$ cat src/rtl/s38417_pkg.sv
// s38417_pkg: shared constants, state encoding and helpers for the three-bank
// 9-bit match sequencer and its word compare datapath.
package s38417_pkg;

   localparam int unsigned W     = 9;
   localparam int unsigned NBANK = 3;
   localparam logic [1:0]  NO_HIT = 2'd3;

   // Scan sequencer states (IDLE, SCAN, DONE)
   typedef logic [1:0] state_t;
   localparam state_t ST_IDLE = 2'd0;
   localparam state_t ST_SCAN = 2'd1;
   localparam state_t ST_DONE = 2'd2;

   // One-hot bank select for bank index 0..2; index 3 yields no select
   function automatic logic [NBANK-1:0] onehot3(input logic [1:0] idx);
      return 3'b001 << idx;
   endfunction

   // Lowest set bank wins (A = 0); NO_HIT when nothing is set
   function automatic logic [1:0] prio_enc3(input logic [NBANK-1:0] v);
      logic [1:0] r;
      r = NO_HIT;
      if (v[2]) r = 2'd2;
      if (v[1]) r = 2'd1;
      if (v[0]) r = 2'd0;
      return r;
   endfunction

endpackage

$ cat src/rtl/s38417_word_cmp.sv
// s38417_word_cmp: one-hot 3:1 word mux followed by a W-bit equality compare.
// Ports:
//   sel_i               one-hot bank select (bit0 = A)
//   word_a/b/c_i        stored words of banks A/B/C
//   key_i               compare word
//   match_c             combinational: selected word equals key
module s38417_word_cmp
   import s38417_pkg::*;
(
   input  logic [NBANK-1:0] sel_i,
   input  logic [W-1:0]     word_a_i,
   input  logic [W-1:0]     word_b_i,
   input  logic [W-1:0]     word_c_i,
   input  logic [W-1:0]     key_i,
   output logic             match_c
);

   logic [W-1:0] mux_word;

   // AND-OR mux; select is guaranteed one-hot or zero by the sequencer
   always_comb begin
      mux_word = ({W{sel_i[0]}} & word_a_i)
               | ({W{sel_i[1]}} & word_b_i)
               | ({W{sel_i[2]}} & word_c_i);
      match_c  = (mux_word == key_i);
   end

endmodule

$ cat src/rtl/s38417_bank_scan_ctrl.sv
// s38417_bank_scan_ctrl: sweeps a one-hot select across banks A/B/C on a start
// request, records per-bank key hits, then publishes hit vector, lowest hit
// index and a sticky, enable-qualified result flag.
// Ports:
//   CK, RST             clock (rising edge), asynchronous active-high reset
//   start               scan request, honoured in IDLE only
//   freeze              stall: holds state and every register
//   upd_en_a/b          flag update qualifiers (AND-ed)
//   bank_vld            per-bank valid, bit0 = A
//   bank_a/b/c, key     stored words and compare word
//   sel, busy           decoded from registered state
//   done                one-cycle end-of-scan pulse, suppressed while frozen
//   hit_vec, first_hit  results of the last completed scan
//   flag                sticky result register
module s38417_bank_scan_ctrl
   import s38417_pkg::*;
(
   input  logic             CK,
   input  logic             RST,
   input  logic             start,
   input  logic             freeze,
   input  logic             upd_en_a,
   input  logic             upd_en_b,
   input  logic [NBANK-1:0] bank_vld,
   input  logic [W-1:0]     bank_a,
   input  logic [W-1:0]     bank_b,
   input  logic [W-1:0]     bank_c,
   input  logic [W-1:0]     key,
   output logic [NBANK-1:0] sel,
   output logic             busy,
   output logic             done,
   output logic [NBANK-1:0] hit_vec,
   output logic [1:0]       first_hit,
   output logic             flag
);

   state_t           state_q, state_d;
   logic [1:0]       idx_q, idx_d;
   logic [NBANK-1:0] whit_q, whit_d;
   logic [NBANK-1:0] hit_vec_q, hit_vec_d;
   logic [1:0]       first_hit_q, first_hit_d;
   logic             flag_q, flag_d;
   logic [NBANK-1:0] sel_c;
   logic             match_c;

   // Select decoded from registered state so the datapath sees no glitches
   always_comb begin
      sel_c = '0;
      if (state_q == ST_SCAN) sel_c = onehot3(idx_q);
   end

   s38417_word_cmp u_word_cmp (
      .sel_i    (sel_c),
      .word_a_i (bank_a),
      .word_b_i (bank_b),
      .word_c_i (bank_c),
      .key_i    (key),
      .match_c  (match_c)
   );

   // State and result registers
   always_ff @(posedge CK or posedge RST) begin
      if (RST) begin
         state_q     <= ST_IDLE;
         idx_q       <= 2'd0;
         whit_q      <= '0;
         hit_vec_q   <= '0;
         first_hit_q <= NO_HIT;
         flag_q      <= 1'b0;
      end else begin
         state_q     <= state_d;
         idx_q       <= idx_d;
         whit_q      <= whit_d;
         hit_vec_q   <= hit_vec_d;
         first_hit_q <= first_hit_d;
         flag_q      <= flag_d;
      end
   end

   // Next-state and result update; freeze leaves every default in place
   always_comb begin
      state_d     = state_q;
      idx_d       = idx_q;
      whit_d      = whit_q;
      hit_vec_d   = hit_vec_q;
      first_hit_d = first_hit_q;
      flag_d      = flag_q;
      if (!freeze) begin
         case (state_q)
            ST_IDLE: begin
               if (start) begin
                  idx_d   = 2'd0;
                  whit_d  = '0;
                  state_d = ST_SCAN;
               end
            end
            ST_SCAN: begin
               // Rewrite only the selected bank's hit bit; invalid banks never hit
               whit_d = (whit_q & ~sel_c) | (sel_c & bank_vld & {NBANK{match_c}});
               if (idx_q == 2'd2) state_d = ST_DONE;
               else               idx_d   = idx_q + 2'd1;
            end
            ST_DONE: begin
               hit_vec_d   = whit_q;
               first_hit_d = prio_enc3(whit_q);
               if (upd_en_a && upd_en_b) flag_d = |whit_q;
               state_d = ST_IDLE;
            end
            default: state_d = ST_IDLE;
         endcase
      end
   end

   assign sel       = sel_c;
   assign busy      = (state_q != ST_IDLE);
   assign done      = (state_q == ST_DONE) && !freeze;
   assign hit_vec   = hit_vec_q;
   assign first_hit = first_hit_q;
   assign flag      = flag_q;

endmodule

$ cat config.mk
export PLATFORM = sky130hd
export DESIGN_NAME = s38417_bank_scan_ctrl
export DESIGN_NICKNAME = d
export VERILOG_FILES = /design/src/rtl/s38417_pkg.sv /design/src/rtl/s38417_word_cmp.sv /design/src/rtl/s38417_bank_scan_ctrl.sv
export SDC_FILE = /design/constraint.sdc
export NUM_CORES = 1
export LEC_CHECK = 0
export ABC_AREA = 1
export CELL_PAD_IN_SITES_DETAIL_PLACEMENT = 0
export CELL_PAD_IN_SITES_GLOBAL_PLACEMENT = 1
export CORE_ASPECT_RATIO = 0.6
export CORE_UTILIZATION = 29
export CTS_BUF_LIST = sky130_fd_sc_hd__clkbuf_8
export CTS_CLUSTER_DIAMETER = 120
export DETAILED_ROUTE_END_ITERATION = 16
export PLACE_DENSITY = 0.92
export SLEW_MARGIN = 25
export SYNTH_ARGS = -nofsm -noshare
export SYNTH_HDL_FRONTEND = slang
export SYNTH_SLANG_ARGS = --single-unit
$ cat constraint.sdc
create_clock -name CK -period 4.33 [get_ports CK]
set_input_delay 0.6495 -clock CK [delete_from_list [all_inputs] [get_ports CK]]
set_output_delay 0.6495 -clock CK [all_outputs]
set_load 0.1 [all_outputs]
# ---- Word level (Yosys, flattened, before mapping)
# Cells that the tools add are included.
dict set report totals {
  regBits 13
  input_bits 45
  output_inout_bits 11
}
dict set report op_classes {
  addsub 1
  eq_ne 7
  shift 1
  muxes 12
  n_bitwise 11
  n_reduce_logical 12
}
# cell n
set op_table {}
lappend op_table {{bitwise AND 9 bit} 3}
lappend op_table {{bitwise OR 9 bit} 2}
lappend op_table {{two-way mux 2 bit} 6}
lappend op_table {{bitwise AND 3 bit} 3}
lappend op_table {{== test 9 bit} 1}
lappend op_table {{AND reduction 3 bit} 3}
lappend op_table {{one-hot mux 2 bit (2 select lines)} 2}
lappend op_table {{two-way mux 3 bit} 2}
lappend op_table {{one-hot mux 3 bit (2 select lines)} 1}
lappend op_table {{== test 2 bit, second input constant} 2}
lappend op_table {{inequality test 2 bit, second input constant} 2}
lappend op_table {{AND reduction 4 bit} 1}
lappend op_table {{nonzero test 2 bit} 2}
lappend op_table {{inverter 3 bit} 1}
lappend op_table {{bitwise OR 3 bit} 1}
lappend op_table {{OR reduction 3 bit} 1}
lappend op_table {{<< shifter 1 x 2 -> 3 bit, first input constant} 1}
lappend op_table {{adder 2 x 1 -> 2 bit, second input constant} 1}
lappend op_table {{== test 2 x 1 -> 1 bit, second input constant} 1}
lappend op_table {{logical AND 1 bit} 2}
lappend op_table {{logical NOT 2 bit} 1}
lappend op_table {{inequality test 2 x 1 -> 1 bit, second input constant} 1}
lappend op_table {{AND reduction 2 bit} 1}
lappend op_table {{logical NOT 1 bit} 1}
lappend op_table {{2 further kinds} 2}

# ---- Depth between registers and ports, before layout
dict set report depth {
  word_depth 9
  depth_mapped 15
}

# ---- By module
# From an unflattened synthesis, not the netlist that was laid out.
dict set report unflattened {
  cells_unflattened 155
  hier_area_um2 1043.5
}
# mod instances cells_each area_per_inst_um2 seq_area_each_um2
set modules_own_cells {}
lappend modules_own_cells {s38417_bank_scan_ctrl 1 84 689.4 327.8}
lappend modules_own_cells {s38417_word_cmp 1 71 354.1 0.0}

# ---- Least setup slack after synthesis
# Ideal clock, no wire load.
dict set report synth_path {
  path_type {register to register}
  from {register state_q[0]}
  to {register flag_q (netlist: flag)}
  setup_time_ps 82
  arrival_time_ps 2158
  required_time_ps 4248
  slack_ps 2090
  path_stages_with_launch 8
  path_buffers 2
  synth_period_minus_slack_ps 2240
  cell_sequence {dfrtp_1 > buf_6 > buf_6 > nor3_4 > inv_1 > nor2_1 > nor2_1 > a31oi_1}
}
dict set report synth_between {
  elab_chain_len 2
}
# item line
set synth_lines {}
lappend synth_lines {{start: declaration} s38417_bank_scan_ctrl.sv:37} ;# state_t state_q, state_d;
lappend synth_lines {{start signal: assignment} s38417_bank_scan_ctrl.sv:71} ;# state_q <= state_d;
lappend synth_lines {{== test 2 bit} s38417_bank_scan_ctrl.sv:89} ;# case (state_q)
lappend synth_lines {{AND reduction 3 bit (no line)} --}
lappend synth_lines {{end signal: assignment} s38417_bank_scan_ctrl.sv:76} ;# flag_q <= flag_d;
lappend synth_lines {{end: declaration} s38417_bank_scan_ctrl.sv:42} ;# logic flag_q, flag_d;
# No other way between the ends.
# A chain may end at the register's enable or synchronous reset.

# ---- Final worst setup path
dict set report layout_path {
  from {register state_q[0]}
  to {output port sel[2]}
}
dict set report layout_between {
  elab_chain_len 2
}
# item line
set layout_lines {}
lappend layout_lines {{== test 2 x 1 -> 1 bit} s38417_bank_scan_ctrl.sv:49} ;# if (state_q == ST_SCAN) sel_c = onehot3(idx_q);
lappend layout_lines {{two-way mux 3 bit} s38417_bank_scan_ctrl.sv:49}
lappend layout_lines {{end: declaration} s38417_bank_scan_ctrl.sv:29} ;# output logic [NBANK-1:0] sel,
# No other way between the ends.

==> results.cfg <==
[timing]
tightest_slew_ns = 0.9680
finalHoldViolations = 0
setup_viol = 0
period_needed_ns = 3.333
post-route-worst-setup-slack_ns = 0.9967
grt_setup_unrepaired = no
maxSlewViolCount = 0
finClkSkew_ns = 0.002525
max_freq_mhz = 300.0
slew_headroom = 0.3527
finalSetupTns_ns = 0
finalCritPeriodShare = 0.7698

[synthesis]
ys_seq_area_frac = 0.2954
netlist_area_um2 = 1110
ys_async_sr_fraction = 1.000
post-synth-top-area-fraction = 0.2480
synth_ff_type = dfrtp_1
synth_area_leaders = dfrtp_1, nand2_1, nand4_1
syn-num-nets = 216
synth_mux_area_frac = 0
synth_seq_cells = 13
synthDistinctLibCells = 21
synthAdderAreaFrac = 0.03382
yosys.area.top_type = dfrtp_1
synth_edf_count = 0
synth_warnings = 0
netlist_instances = 168
synth_top_family_by_area = simple AND/OR/NAND/NOR gates
synth_compound_area_frac = 0.05186
synth-simple-area-share = 0.4994
synth-xor-area-share = 0.007892
syn_area_per_cell_um2 = 6.606

[grt]
grt_use_total = 0.1540
grt_start_max_net_pins = 21
grt_pass1_wl_mm = 4.843
antenna_found_initial = 0
first_global_vias = 1111
grt_overflow = 0

[layout]
fillers = 358
areaGrowthSynthToFinish_pct = 55.47
num_antenna_cells = 0
drive_gt1_frac = 0.08036
design_area_um2 = 1725
final_cell_mix = nand2_1, clkdlybuf4s50_1, inv_1, nand4_1, nor2_1
fin_nets = 273
final_common_cell = nand2_1

[worst_setup_path]
reg2reg_from = state_q[0]
crit_fanout = 20
rr_worst_depth = 12
crit_path_start_kind = flip-flop
crit_end = sel[2]
crit_type = flip-flop to output port
cp-startpoint = state_q[0]
arrival_ns = 2.68
r2r_slack_ns = 2.22
path_cells = nand2_1 > nor2_4 > clkdlybuf4s50_1
path_delay_family = buffers and inverters
cp.required_ns = 3.68
max_stage_delay_ns = 1.19
crit_slowest_cell = clkdlybuf4s50_1
path_buf_inv = 1
cp-end-kind = output port
path_depth = 3
rr_endpoint = whit_q[0]

[routing]
vias_per_cell = 4.558
ant_nets = 0
drc = 0
firstDrtPassIters = 4
vias = 1226
wl_per_cell_um = 10.53
first_iter_violations = 28
wl_mm = 2.832

[clocking]
root_buffer = clkbuf_8
clock-sinks = 13
clk_latency_ns = 0.24
cts_hold_buf = 0
post_cts_buffers = 0
cts_buffers = 3
cts_resized = 0
cts_tree = done
cts.htree.levels = 1
clkTransAtPathRegs_ns = 0.05
clockBufferDepth = 2

[pwr]
peakVddDrop_v = 0.0005386
seq_power_share = 0.229
pwr-share-clk = 0.109
p_int_uw = 416.6
swShare = 0.5646
leakage_uw = 0.0008156
switchingPower_uw = 540.2
p_comb_frac = 0.662
power_density_nw_per_um2 = 554.6

[place]
dp_hpwl_mm = 2.364
dpl-instance-area_um2 = 1680
dp_slack_ns = 1.260
routabilityCongestion = 0.8221
portBuffers = 55

[die]
pin_count = 56
rows = 16
die_area_um2 = 4087
initial_core_util = 0.3223
die_w_um = 81.87
dieHeight_um = 49.92
design.core.area_um2 = 3443

[flow_run]
maxCapViolCount = 0

[min_path]
whs_path_depth = 2
min_path_type = flip-flop to flip-flop

[status]
status = finished clean
## final cells by class
type                            count  area [um2]  area share
Clock buffer                        3       41.29     0.02393
Clock inverter                      1       3.754    0.002175
Inverter                           24       90.09     0.05221
Multi-Input combinational cell    128       658.1      0.3814
Sequential cell                    13       327.8      0.1900
Tap cell                           45       56.30     0.03263
Timing Repair Buffer               55       548.0      0.3176
## cells by family after synthesis
logic type	Yosys count
simple gates	114
buf+inv	27
flops	13
compound gates	10
fa+ha+maj	3
xor+xnor	1
## power groups by stage
stage	registers, uW	clock network, uW	logic, uW
4_1_cts	219	108	638
6_report	219	104	634
2_1_floorplan	392	0	321
5_1_grt	228	114	687
3_5_place_dp	221	0	637
3_3_place_gp	217	0	632
## per-layer routing
| layer | track usage | part of all wire | vias up |
|---|---|---|---|
| met3 | 0.05370 | 0.084 | 0 |
| li1 | - | - | 664 |
| met1 | 0.2349 | 0.52 | 520 |
| met2 | 0.2039 | 0.39 | 42 |
| met4 | 0.02632 | 0 | 0 |
| met5 | 0 | 0 | - |
## registers in the layout, indices dropped and copies added (netlist names)
name	count
first_hit	2
flag	1
hit_vec	3
idx_q	2
state_q	2
whit_q	3
## cells in the mapped netlist (all sizes together), types with 2 or more instances
| cell | n |
|---|---|
| nand2 | 59 |
| inv | 24 |
| nor2 | 21 |
| nand4 | 18 |
| nand3 | 15 |
| dfrtp | 11 |
| o21ai | 6 |
| buf | 3 |
| ha | 3 |
| a21oi | 2 |
| dfstp | 2 |
## stage by stage
stage | utilization | hold slack (ns) | instances | power (uW)
after floorplan | - | 0.4707 | 168 | 713.8
after global placement | 0.4880 | 0.4540 | 265 | 849.7
after detailed placement | 0.4880 | 0.4565 | 265 | 857.6
after CTS | 0.5011 | 0.4647 | 269 | 964.9
after global routing | 0.5011 | 0.4907 | 269 | 1029
final | 0.5011 | 0.4624 | 269 | 956.9
## tightest hold or removal path, stage by stage, from the launching register on
cell	delay [ns]
dfstp_2	0.36
nand2_1	0.05
nand2_1	0.04
## how the worst min path moves through the flow
stage | from | slack, ns | end
2_1_floorplan | whit_q[2] | 0.47 | whit_q[2]
3_3_place_gp | first_hit[1] | 0.45 | first_hit[1]
3_5_place_dp | first_hit[1] | 0.46 | first_hit[1]
4_1_cts | first_hit[1] | 0.46 | first_hit[1]
5_1_grt | first_hit[1] | 0.49 | first_hit[1]
6_report | first_hit[1] | 0.46 | first_hit[1]
Power figures use the tool's default switching activity.
